`src/rtl/l2_arb_pkg.sv`:
```
// Shared types and default sizing for the L2 request arbiter.
package l2_arb_pkg;

    typedef enum logic [1:0] {
        StIdle    = 2'd0,
        StIssue   = 2'd1,
        StWaitRsp = 2'd2
    } arb_state_e;

    localparam int unsigned DEF_NUM_REQ    = 4;
    localparam int unsigned DEF_ADDR_WIDTH = 32;
    localparam int unsigned DEF_DATA_WIDTH = 32;

endpackage

```
`src/rtl/rr_pick.sv`:
```
// Combinational round-robin picker: first requester after last_grant, with wrap-around.
module rr_pick #(
    parameter int unsigned NUM_REQ = 4,
    parameter int unsigned IDW     = $clog2(NUM_REQ)
) (
    input  logic [NUM_REQ-1:0] req,
    input  logic [IDW-1:0]     last_grant,
    output logic [NUM_REQ-1:0] gnt,
    output logic [IDW-1:0]     gnt_idx
);

    int unsigned cand;

    // Scan farthest-to-nearest so the nearest active requester is written last and wins.
    always_comb begin
        gnt     = '0;
        gnt_idx = '0;
        cand    = 0;
        for (int k = NUM_REQ; k >= 1; k--) begin
            cand = (int'(last_grant) + k) % NUM_REQ;
            if (req[cand]) begin
                gnt       = '0;
                gnt[cand] = 1'b1;
                gnt_idx   = IDW'(cand);
            end
        end
    end

endmodule

```
`src/rtl/l2_req_arbiter.sv`:
```
// Round-robin arbiter funnelling NUM_REQ L1 requesters onto a single-outstanding L2 port.
module l2_req_arbiter
    import l2_arb_pkg::*;
#(
    parameter int unsigned NUM_REQ        = DEF_NUM_REQ,
    parameter int unsigned ADDR_WIDTH     = DEF_ADDR_WIDTH,
    parameter int unsigned DATA_WIDTH     = DEF_DATA_WIDTH,
    parameter int unsigned TIMEOUT_CYCLES = 1024,
    parameter int unsigned IDW            = $clog2(NUM_REQ)
) (
    input  logic                                 clk,
    input  logic                                 rst,
    input  logic [NUM_REQ-1:0]                   u_req_valid,
    output logic [NUM_REQ-1:0]                   u_req_ready,
    input  logic [NUM_REQ-1:0][ADDR_WIDTH-1:0]   u_req_addr,
    input  logic [NUM_REQ-1:0]                   u_req_we,
    input  logic [NUM_REQ-1:0][DATA_WIDTH-1:0]   u_req_wdata,
    output logic [NUM_REQ-1:0]                   u_rsp_valid,
    input  logic [NUM_REQ-1:0]                   u_rsp_ready,
    output logic [DATA_WIDTH-1:0]                u_rsp_rdata,
    output logic                                 l2_req_valid,
    output logic [ADDR_WIDTH-1:0]                l2_req_addr,
    output logic                                 l2_req_we,
    output logic [DATA_WIDTH-1:0]                l2_req_wdata,
    input  logic                                 l2_rsp_valid,
    input  logic [DATA_WIDTH-1:0]                l2_rsp_rdata,
    output logic                                 l2_rsp_ready,
    output logic                                 busy,
    output logic [IDW-1:0]                       grant_id,
    output logic                                 timeout_err
);

    arb_state_e            state_q, state_d;
    logic [IDW-1:0]        last_grant_q, grant_q;
    logic [ADDR_WIDTH-1:0] addr_q;
    logic                  we_q;
    logic [DATA_WIDTH-1:0] wdata_q;
    logic [15:0]           wdog_q;
    logic                  timeout_q;
    logic [NUM_REQ-1:0]    pick_gnt;
    logic [IDW-1:0]        pick_idx;

    rr_pick #(
        .NUM_REQ (NUM_REQ),
        .IDW     (IDW)
    ) u_rr_pick (
        .req        (u_req_valid),
        .last_grant (last_grant_q),
        .gnt        (pick_gnt),
        .gnt_idx    (pick_idx)
    );

    always_comb begin
        state_d      = state_q;
        u_req_ready  = '0;
        u_rsp_valid  = '0;
        u_rsp_rdata  = '0;
        l2_rsp_ready = 1'b0;
        l2_req_valid = 1'b0;
        unique case (state_q)
            StIdle: begin
                // Gate with rst so the accept stays low while reset is held.
                if (|u_req_valid && !rst) begin
                    u_req_ready = pick_gnt;
                    state_d     = StIssue;
                end
            end
            StIssue: begin
                l2_req_valid = 1'b1;
                state_d      = StWaitRsp;
            end
            StWaitRsp: begin
                u_rsp_valid[grant_q] = l2_rsp_valid;
                l2_rsp_ready         = u_rsp_ready[grant_q];
                u_rsp_rdata          = l2_rsp_rdata;
                if (l2_rsp_valid && u_rsp_ready[grant_q]) begin
                    state_d = StIdle;
                end
            end
            default: state_d = StIdle;
        endcase
    end

    always_ff @(posedge clk or posedge rst) begin
        if (rst) begin
            state_q      <= StIdle;
            last_grant_q <= IDW'(NUM_REQ - 1);
            grant_q      <= '0;
            addr_q       <= '0;
            we_q         <= 1'b0;
            wdata_q      <= '0;
            wdog_q       <= '0;
            timeout_q    <= 1'b0;
        end else begin
            state_q <= state_d;
            if (state_q == StIdle && |u_req_valid) begin
                grant_q <= pick_idx;
                addr_q  <= u_req_addr[pick_idx];
                we_q    <= u_req_we[pick_idx];
                wdata_q <= u_req_wdata[pick_idx];
            end
            if (state_q == StIssue) begin
                wdog_q <= '0;
            end
            if (state_q == StWaitRsp) begin
                if (wdog_q != 16'hffff) begin
                    wdog_q <= wdog_q + 16'd1;
                end
                if (wdog_q == 16'(TIMEOUT_CYCLES - 1)) begin
                    timeout_q <= 1'b1;
                end
                if (l2_rsp_valid && u_rsp_ready[grant_q]) begin
                    last_grant_q <= grant_q;
                end
            end
        end
    end

    assign busy         = (state_q != StIdle);
    assign grant_id     = grant_q;
    assign timeout_err  = timeout_q;
    assign l2_req_addr  = addr_q;
    assign l2_req_we    = we_q;
    assign l2_req_wdata = wdata_q;

endmodule

```
`config.mk`:
```
export PLATFORM = sky130hd
export DESIGN_NAME = l2_req_arbiter
export DESIGN_NICKNAME = d
export VERILOG_FILES = /design/src/rtl/l2_arb_pkg.sv /design/src/rtl/rr_pick.sv /design/src/rtl/l2_req_arbiter.sv
export SDC_FILE = /design/constraint.sdc
export NUM_CORES = 1
export LEC_CHECK = 0
export ABC_CLOCK_PERIOD_IN_PS = 5500
export BUFFER_PORTS_ARGS = -buffer_cell sky130_fd_sc_hd__buf_2
export CORE_AREA = 4 4 157 159
export CTS_BUF_LIST = sky130_fd_sc_hd__clkbuf_4
export DETAILED_ROUTE_END_ITERATION = 8
export DIE_AREA = 0 0 161 163
export GPL_ROUTABILITY_DRIVEN = 0
export PLACE_DENSITY = 0.5
export SLEW_MARGIN = 25
export SYNTH_ARGS = -nofsm -noshare
export SYNTH_HDL_FRONTEND = slang
export SYNTH_HIERARCHICAL = 1
export SYNTH_SLANG_ARGS = --single-unit
```
`constraint.sdc`:
```
create_clock -name clk -period 5.5 [get_ports clk]
set_input_delay 1.375 -clock clk [delete_from_list [all_inputs] [get_ports clk]]
set_output_delay 1.375 -clock clk [all_outputs]
set_load 0.02 [all_outputs]
```
Word level (Yosys, flattened, before mapping)
Cells that the tools add are included.
{ "totals": {"regBits": 88, "in_bits": 303, "output_inout_bits": 111, "wordCells": 92} }
{ "op_classes": {"add_sub_neg": 5, "n_lt_le_gt_ge": 11, "eq_ne": 6, "muxes": 46, "n_bitwise": 1, "n_reduce_logical": 15} }
{ "op_table": {"columns": ["cell", "count"], "rows": [
  ["32-bit binary-select mux with 2-bit select", 2],
  ["32-bit 2-to-1 mux", 3],
  ["16-bit 2-to-1 mux", 3],
  ["4-bit 2-to-1 mux", 7],
  ["2-bit by 3-bit less-than comparator with 1-bit output (second input constant)", 6],
  ["16-bit by 1-bit adder with 16-bit output (second input constant)", 1],
  ["16-bit by 10-bit == test with 1-bit output (second input constant)", 1],
  ["16-bit inequality test (second input constant)", 1],
  ["1-bit 2-to-1 mux", 13],
  ["1-bit binary-select mux with 2-bit select", 6],
  ["2-bit 2-to-1 mux", 6],
  ["1-bit demux with 2-bit select", 5],
  ["2-bit by 1-bit greater-or-equal comparator with 1-bit output (second input constant)", 5],
  ["1-bit logical AND", 8],
  ["2-bit one-hot mux with 3 select lines", 1],
  ["2-bit AND reduction", 3],
  ["2-bit by 1-bit adder with 2-bit output (second input constant)", 2],
  ["2-bit adder (second input constant)", 2],
  ["4-bit bitwise AND", 1],
  ["2-bit inequality test (second input constant)", 2],
  ["4-bit OR reduction", 1],
  ["2-bit by 1-bit == test with 1-bit output (second input constant)", 1],
  ["2-bit == test (second input constant)", 1],
  ["2-bit zero test", 1],
  ["2 further kinds", 2]
]} }

Longest topological paths before layout
{ "depth": {"word_depth": 11, "ltp_mapped": 10, "ltp_nobuf": 7} }

By module
The synthesis kept the hierarchy.
{ "modules_own_cells": {"columns": ["module", "n_inst", "cells_each", "area_each_um2", "seq_area_each_um2"], "rows": [
  ["l2_req_arbiter", 1, 410, 5564.1, 2204.6],
  ["rr_pick", 1, 49, 412.9, 0.0]
]} }

Worst setup path after synthesis
OpenSTA, ideal clock, no wires.
{ "synth_path": {"kind": "input port to output port", "startpoint": "in u_req_valid[1]", "endpoint": "out u_req_ready[0]", "t_arrival_ns": 2.485, "t_required_ns": 4.125, "slack_ns": 1.640, "path_stages": 4, "n_path_buf": 0, "cell_sequence": "mux4_2 a221oi_1 a21oi_1 and2_1"} }
{ "synth_between": {"elab_chain_len": 8, "word_cells_on_any_way": 16, "cone_classes": "14 x mux; 2 x reduce/logical"} }
{ "synth_rtl": {"columns": ["item", "line", "rtl"], "rows": [
  ["from (decl)", "l2_req_arbiter.sv:13", "input logic [NUM_REQ-1:0] u_req_valid,"],
  ["1-bit binary-select mux with 2-bit select", "rr_pick.sv:21", "if (req[cand]) begin"],
  ["1-bit 2-to-1 mux (implied by the code)", "rr_pick.sv:21", null],
  ["4-bit 2-to-1 mux (3 in a row)", "rr_pick.sv:21", null],
  ["4-bit 2-to-1 mux (*)", "rr_pick.sv:21", null],
  ["via pick_gnt[0]", "l2_req_arbiter.sv:40", "logic [NUM_REQ-1:0] pick_gnt;"],
  ["4-bit 2-to-1 mux (*)", "l2_req_arbiter.sv:63", "if (|u_req_valid && !rst) begin"],
  ["4-bit 2-to-1 mux (*)", "l2_req_arbiter.sv:60", "unique case (state_q)"],
  ["to (decl)", "l2_req_arbiter.sv:14", "output logic [NUM_REQ-1:0] u_req_ready,"]
]} }
The timed path passes the listed nets; every way through them passes the cells marked *. The select of a mux whose other input is x is not followed.

Worst setup path in the final report
{ "layout_path": {"startpoint": "reg last_grant_q[0]", "endpoint": "out u_req_ready[0]"} }
{ "layout_between": {"elab_chain_len": 11, "word_cells_on_any_way": 38, "cone_classes": "4 x add/sub; 8 x order compare; 22 x mux; 4 x reduce/logical"} }
{ "layout_rtl": {"columns": ["item", "line", "rtl"], "rows": [
  ["from (decl)", "l2_req_arbiter.sv:34", "logic [IDW-1:0] last_grant_q, grant_q;"],
  ["from (signal assigned)", "l2_req_arbiter.sv:87", "last_grant_q <= IDW'(NUM_REQ - 1);"],
  ["from (signal assigned)", "l2_req_arbiter.sv:113", "last_grant_q <= grant_q;"],
  ["2-bit by 1-bit adder with 2-bit output", "rr_pick.sv:20", "cand = (int'(last_grant) + k) % NUM_REQ;"],
  ["2-bit by 3-bit less-than comparator with 1-bit output (implied by the code) or 2-bit by 1-bit greater-or-equal comparator with 1-bit output (tied branches)", "rr_pick.sv:23", "gnt[cand] = 1'b1;"],
  ["1-bit logical AND (implied by the code)", "rr_pick.sv:23", null],
  ["1-bit 2-to-1 mux (implied by the code)", "rr_pick.sv:23", null],
  ["1-bit demux with 2-bit select", null, null],
  ["4-bit 2-to-1 mux (3 in a row)", "rr_pick.sv:21", null],
  ["4-bit 2-to-1 mux (*)", "rr_pick.sv:21", null],
  ["via pick_gnt[0]", "l2_req_arbiter.sv:40", null],
  ["4-bit 2-to-1 mux (*)", "l2_req_arbiter.sv:63", null],
  ["4-bit 2-to-1 mux (*)", "l2_req_arbiter.sv:60", null]
]} }
Marks and branches as above.

==> metrics.md <==
| Metric | Value |
|---|---|
| Worst-Margin Slew | `slightly above 0.8 ns` |
| Core area | `about 23,000 sq um` |
| Max Root-Sink Buffers | `2` |
| Grt total ovfl | `0` |
| Synth unique cells | `54` |
| Setup TNS | `0 ns` |
| HPWL after DPL | `roughly 18,000 microns` |
| Status | `complete, no violations` |
| Detail Route Antenna Nets | `0` |
| Clock skew | `between 0.03 and 0.04 ns` |
| Final WS setup | `between 1 and 1.5 ns` |
| Pwr/cell area | `approximately 550 nW/um^2` |
| Fin Hold WS | `roughly 0.49 ns` |
| Finished Layout Cells | `between 1,000 and 1,500` |
| Post-route cell area | `8580 sq um` |
| EDFF count, synth | `0` |
| Slew HR | `approximately 45%` |
| Fill count | `around 2,400` |
| Initial Util | `about a quarter` |
| Share of the synthesized area in the top cell type | `approximately 36%` |
| Worst setup SP type | `register` |
| Final period utilization | `just under 80%` |
| Syn Area/Cell | `13.0 sq um` |
| Worst hold-check path type | `register to register` |
| Syn Nets | `around 770` |
| CP Class | `register to primary output` |
| Die H | `163 microns` |
| I/O Buffers | `413` |
| # IOs | `414` |
| Post_cts resized | `0` |
| #FFs+latches synth | `88` |
| Synth area leader | `dfrtp_1` |
| Crit end category | `primary output` |
| Cts hold-fix bufs | `0` |
| Largest net degree at the start of global routing | `53` |
| Synth top cells by count | `dfrtp_1, mux2_2, mux4_2` |
| Comb pwr share | `about two thirds` |
| Cts bufs inserted | `9` |
| Max-capacitance violation count | `0` |
| Placed inst area | `8380 sq um` |
| Clk pwr share | `around a tenth` |
| Die area | `26,200 sq um` |
| Switch share | `between 40% and 50%` |
| Initial DRC Count | `between 200 and 250` |
| First-pass GRT wire length | `approximately 34,000 microns` |
| Share of cells above drive strength 1 | `68.2%` |
| Leakage power | `between 4 and 5 nW` |
| Area delta synth->final | `43.5%` |
| Final setup viols | `0` |
| Tmin final | `between 4 and 5 ns` |
| Ys async rst share | `100%` |
| Yosys warning count | `6` |
| CTS tree | `built` |
| Dpl cells | `between 1,000 and 1,500` |
| Post-CTS setup buffer count | `0` |
| Initial antenna violation count | `1` |
| GRT Total Usage | `16.4%` |
| F_max | `231 MHz` |
| CP arrival | `about 2.9 ns` |
| Via Count | `5,660` |
| Unrepaired setup endpoints after global routing | `false` |
| Vias in the first global route | `between 5,000 and 6,000` |
| Crit-path max FO | `13` |
| Clock sink count | `between 80 and 90` |
| NetSw | `just over 0.002 W` |
| Hold Path Depth | `1` |
| Detailed-route wire length | `around 22,000 microns` |
| DR pass1 iterations | `4` |
| Post-Syn Area | `between 5000 and 6000 sq um` |
| Nets | `about 1,200` |
| Commonest register cell after synthesis | `dfrtp_1` |
| Place WS | `approximately 1.1 ns` |
| DR WL/cell | `18.9 microns` |
| Die Wd | `around 160 microns` |
| # DRC | `0` |
| Clock transition at path regs | `0.16 ns` |
| Pins over their slew limit | `0` |
| Cell count after synthesis | `approximately 460` |
| Internal power | `0.00268 W` |
| Reg power frac | `between 20 and 25%` |
| R2R cell count | `8` |
| VDD IR max | `between 0.2 and 0.3 mV` |
| Root buf cell | `clkbuf_4` |
| Synth area leaders | `dfrtp_1, mux4_2, mux2_2` |
| Hold Fails Final Rpt | `0` |
| Most frequent cell after synthesis | `dfrtp_1` |
| Seq/Total Area, Yosys | `a little under two fifths` |
| Row cnt | `56` |
| CP required | `4.12 ns` |
| CTS HTree Levels | `3` |
| Clk Latency, worst-skew pair | `between 0.4 and 0.5 ns` |
| Vias per cell | `4.78` |
==> power groups by stage <==
stage	sequential (W)	combinational, W	clock (W)
floorplan	0.00143	0.00201	0
global placement	0.00116	0.00313	0
detailed placement	0.00117	0.00316	0
CTS	0.00116	0.00316	0.000480
global route	0.00120	0.00336	0.000497
finish	0.00115	0.00310	0.000449
==> worst max-delay path: stages, from the launching register on <==
cell and delay, ns:
dfstp_2 0.74, inv_1 0.16, ha_1 0.43, mux4_2 0.32, nor2b_4 0.15, a221oi_1 0.27
a21oi_1 0.11, and2_1 0.14, buf_2 0.16
==> final timing paths <==
check / end / slack, ns / startpoint
worst max-delay path: u_req_ready[0] / 1.18 / last_grant_q[0]
worst min-delay path: timeout_err / 0.49 / timeout_err
worst max register to register: l2_req_wdata[20] / 1.68 / last_grant_q[0]
worst min register to register: timeout_err / 0.49 / timeout_err
max in group asynchronous: l2_req_addr[16] / 3.48 / rst
min in group asynchronous: state_q[0] / 0.99 / rst
==> registers in the layout (all words and copies together) (netlist names) <==
signal,cells
l2_req_addr,32
state_q,2
l2_req_wdata,32
timeout_err,1
l2_req_we,1
grant_id,2
wdog_q,16
last_grant_q,2
==> cells by family (layout without fill, tap and decap cells) <==
logic type	count (synthesis)	count (layout)	share of synthesized area (%)
buf+inv	41	446	3.20
mux	144	144	40.0
compound gates	51	51	6.13
other cells	0	1	0
fa+ha+maj	7	7	1.47
simple gates	128	128	12.3
flops	88	88	36.9
==> placed cells by master, fill, tap and decap left out, types with 4 or more instances in the layout <==
master    count
a21oi_1      15
a221oi_1      4
and2_1       37
buf_2       413
buf_4         5
clkbuf_4      9
dfrtp_1      86
ha_1          7
inv_1         9
mux2_2       71
mux2i_1       4
mux4_2       69
nand2_1      17
nand3_1      17
nand4_1       4
nor2_1       13
nor2b_1       4
nor3_1       11
nor4_1        6
o21ai_0       5
==> stage by stage <==
stage          total power, W  utilization [%]
4_1_cts               0.00480             36.8
3_3_place_gp          0.00429             36.0
5_1_grt               0.00506             36.9
2_1_floorplan         0.00344                -
6_report              0.00470             36.9
3_5_place_dp          0.00432             36.0
==> metal layers <==
metal,GRT usage (%),up-vias,routed length [microns]
li1,-,2601,-
met1,20.7,2810,9010
met2,28.4,233,11600
met3,4.13,16,1480
met4,3.72,0,282
met5,0,-,0
==> final cells by class <==
type / instances / area, sq um / share of cell area [%]
clock buffers: 9 / 67.6 / 0.788
diodes: 1 / 2.50 / 0.0292
clock inverters: 7 / 100 / 1.17
flip-flops and latches: 88 / 2200 / 25.7
multi-input cells: 330 / 3620 / 42.3
repair buffers: 420 / 2140 / 24.9
well taps: 319 / 399 / 4.65
inverters: 10 / 40.0 / 0.467
Note: power is estimated with default switching activity, not from simulation.
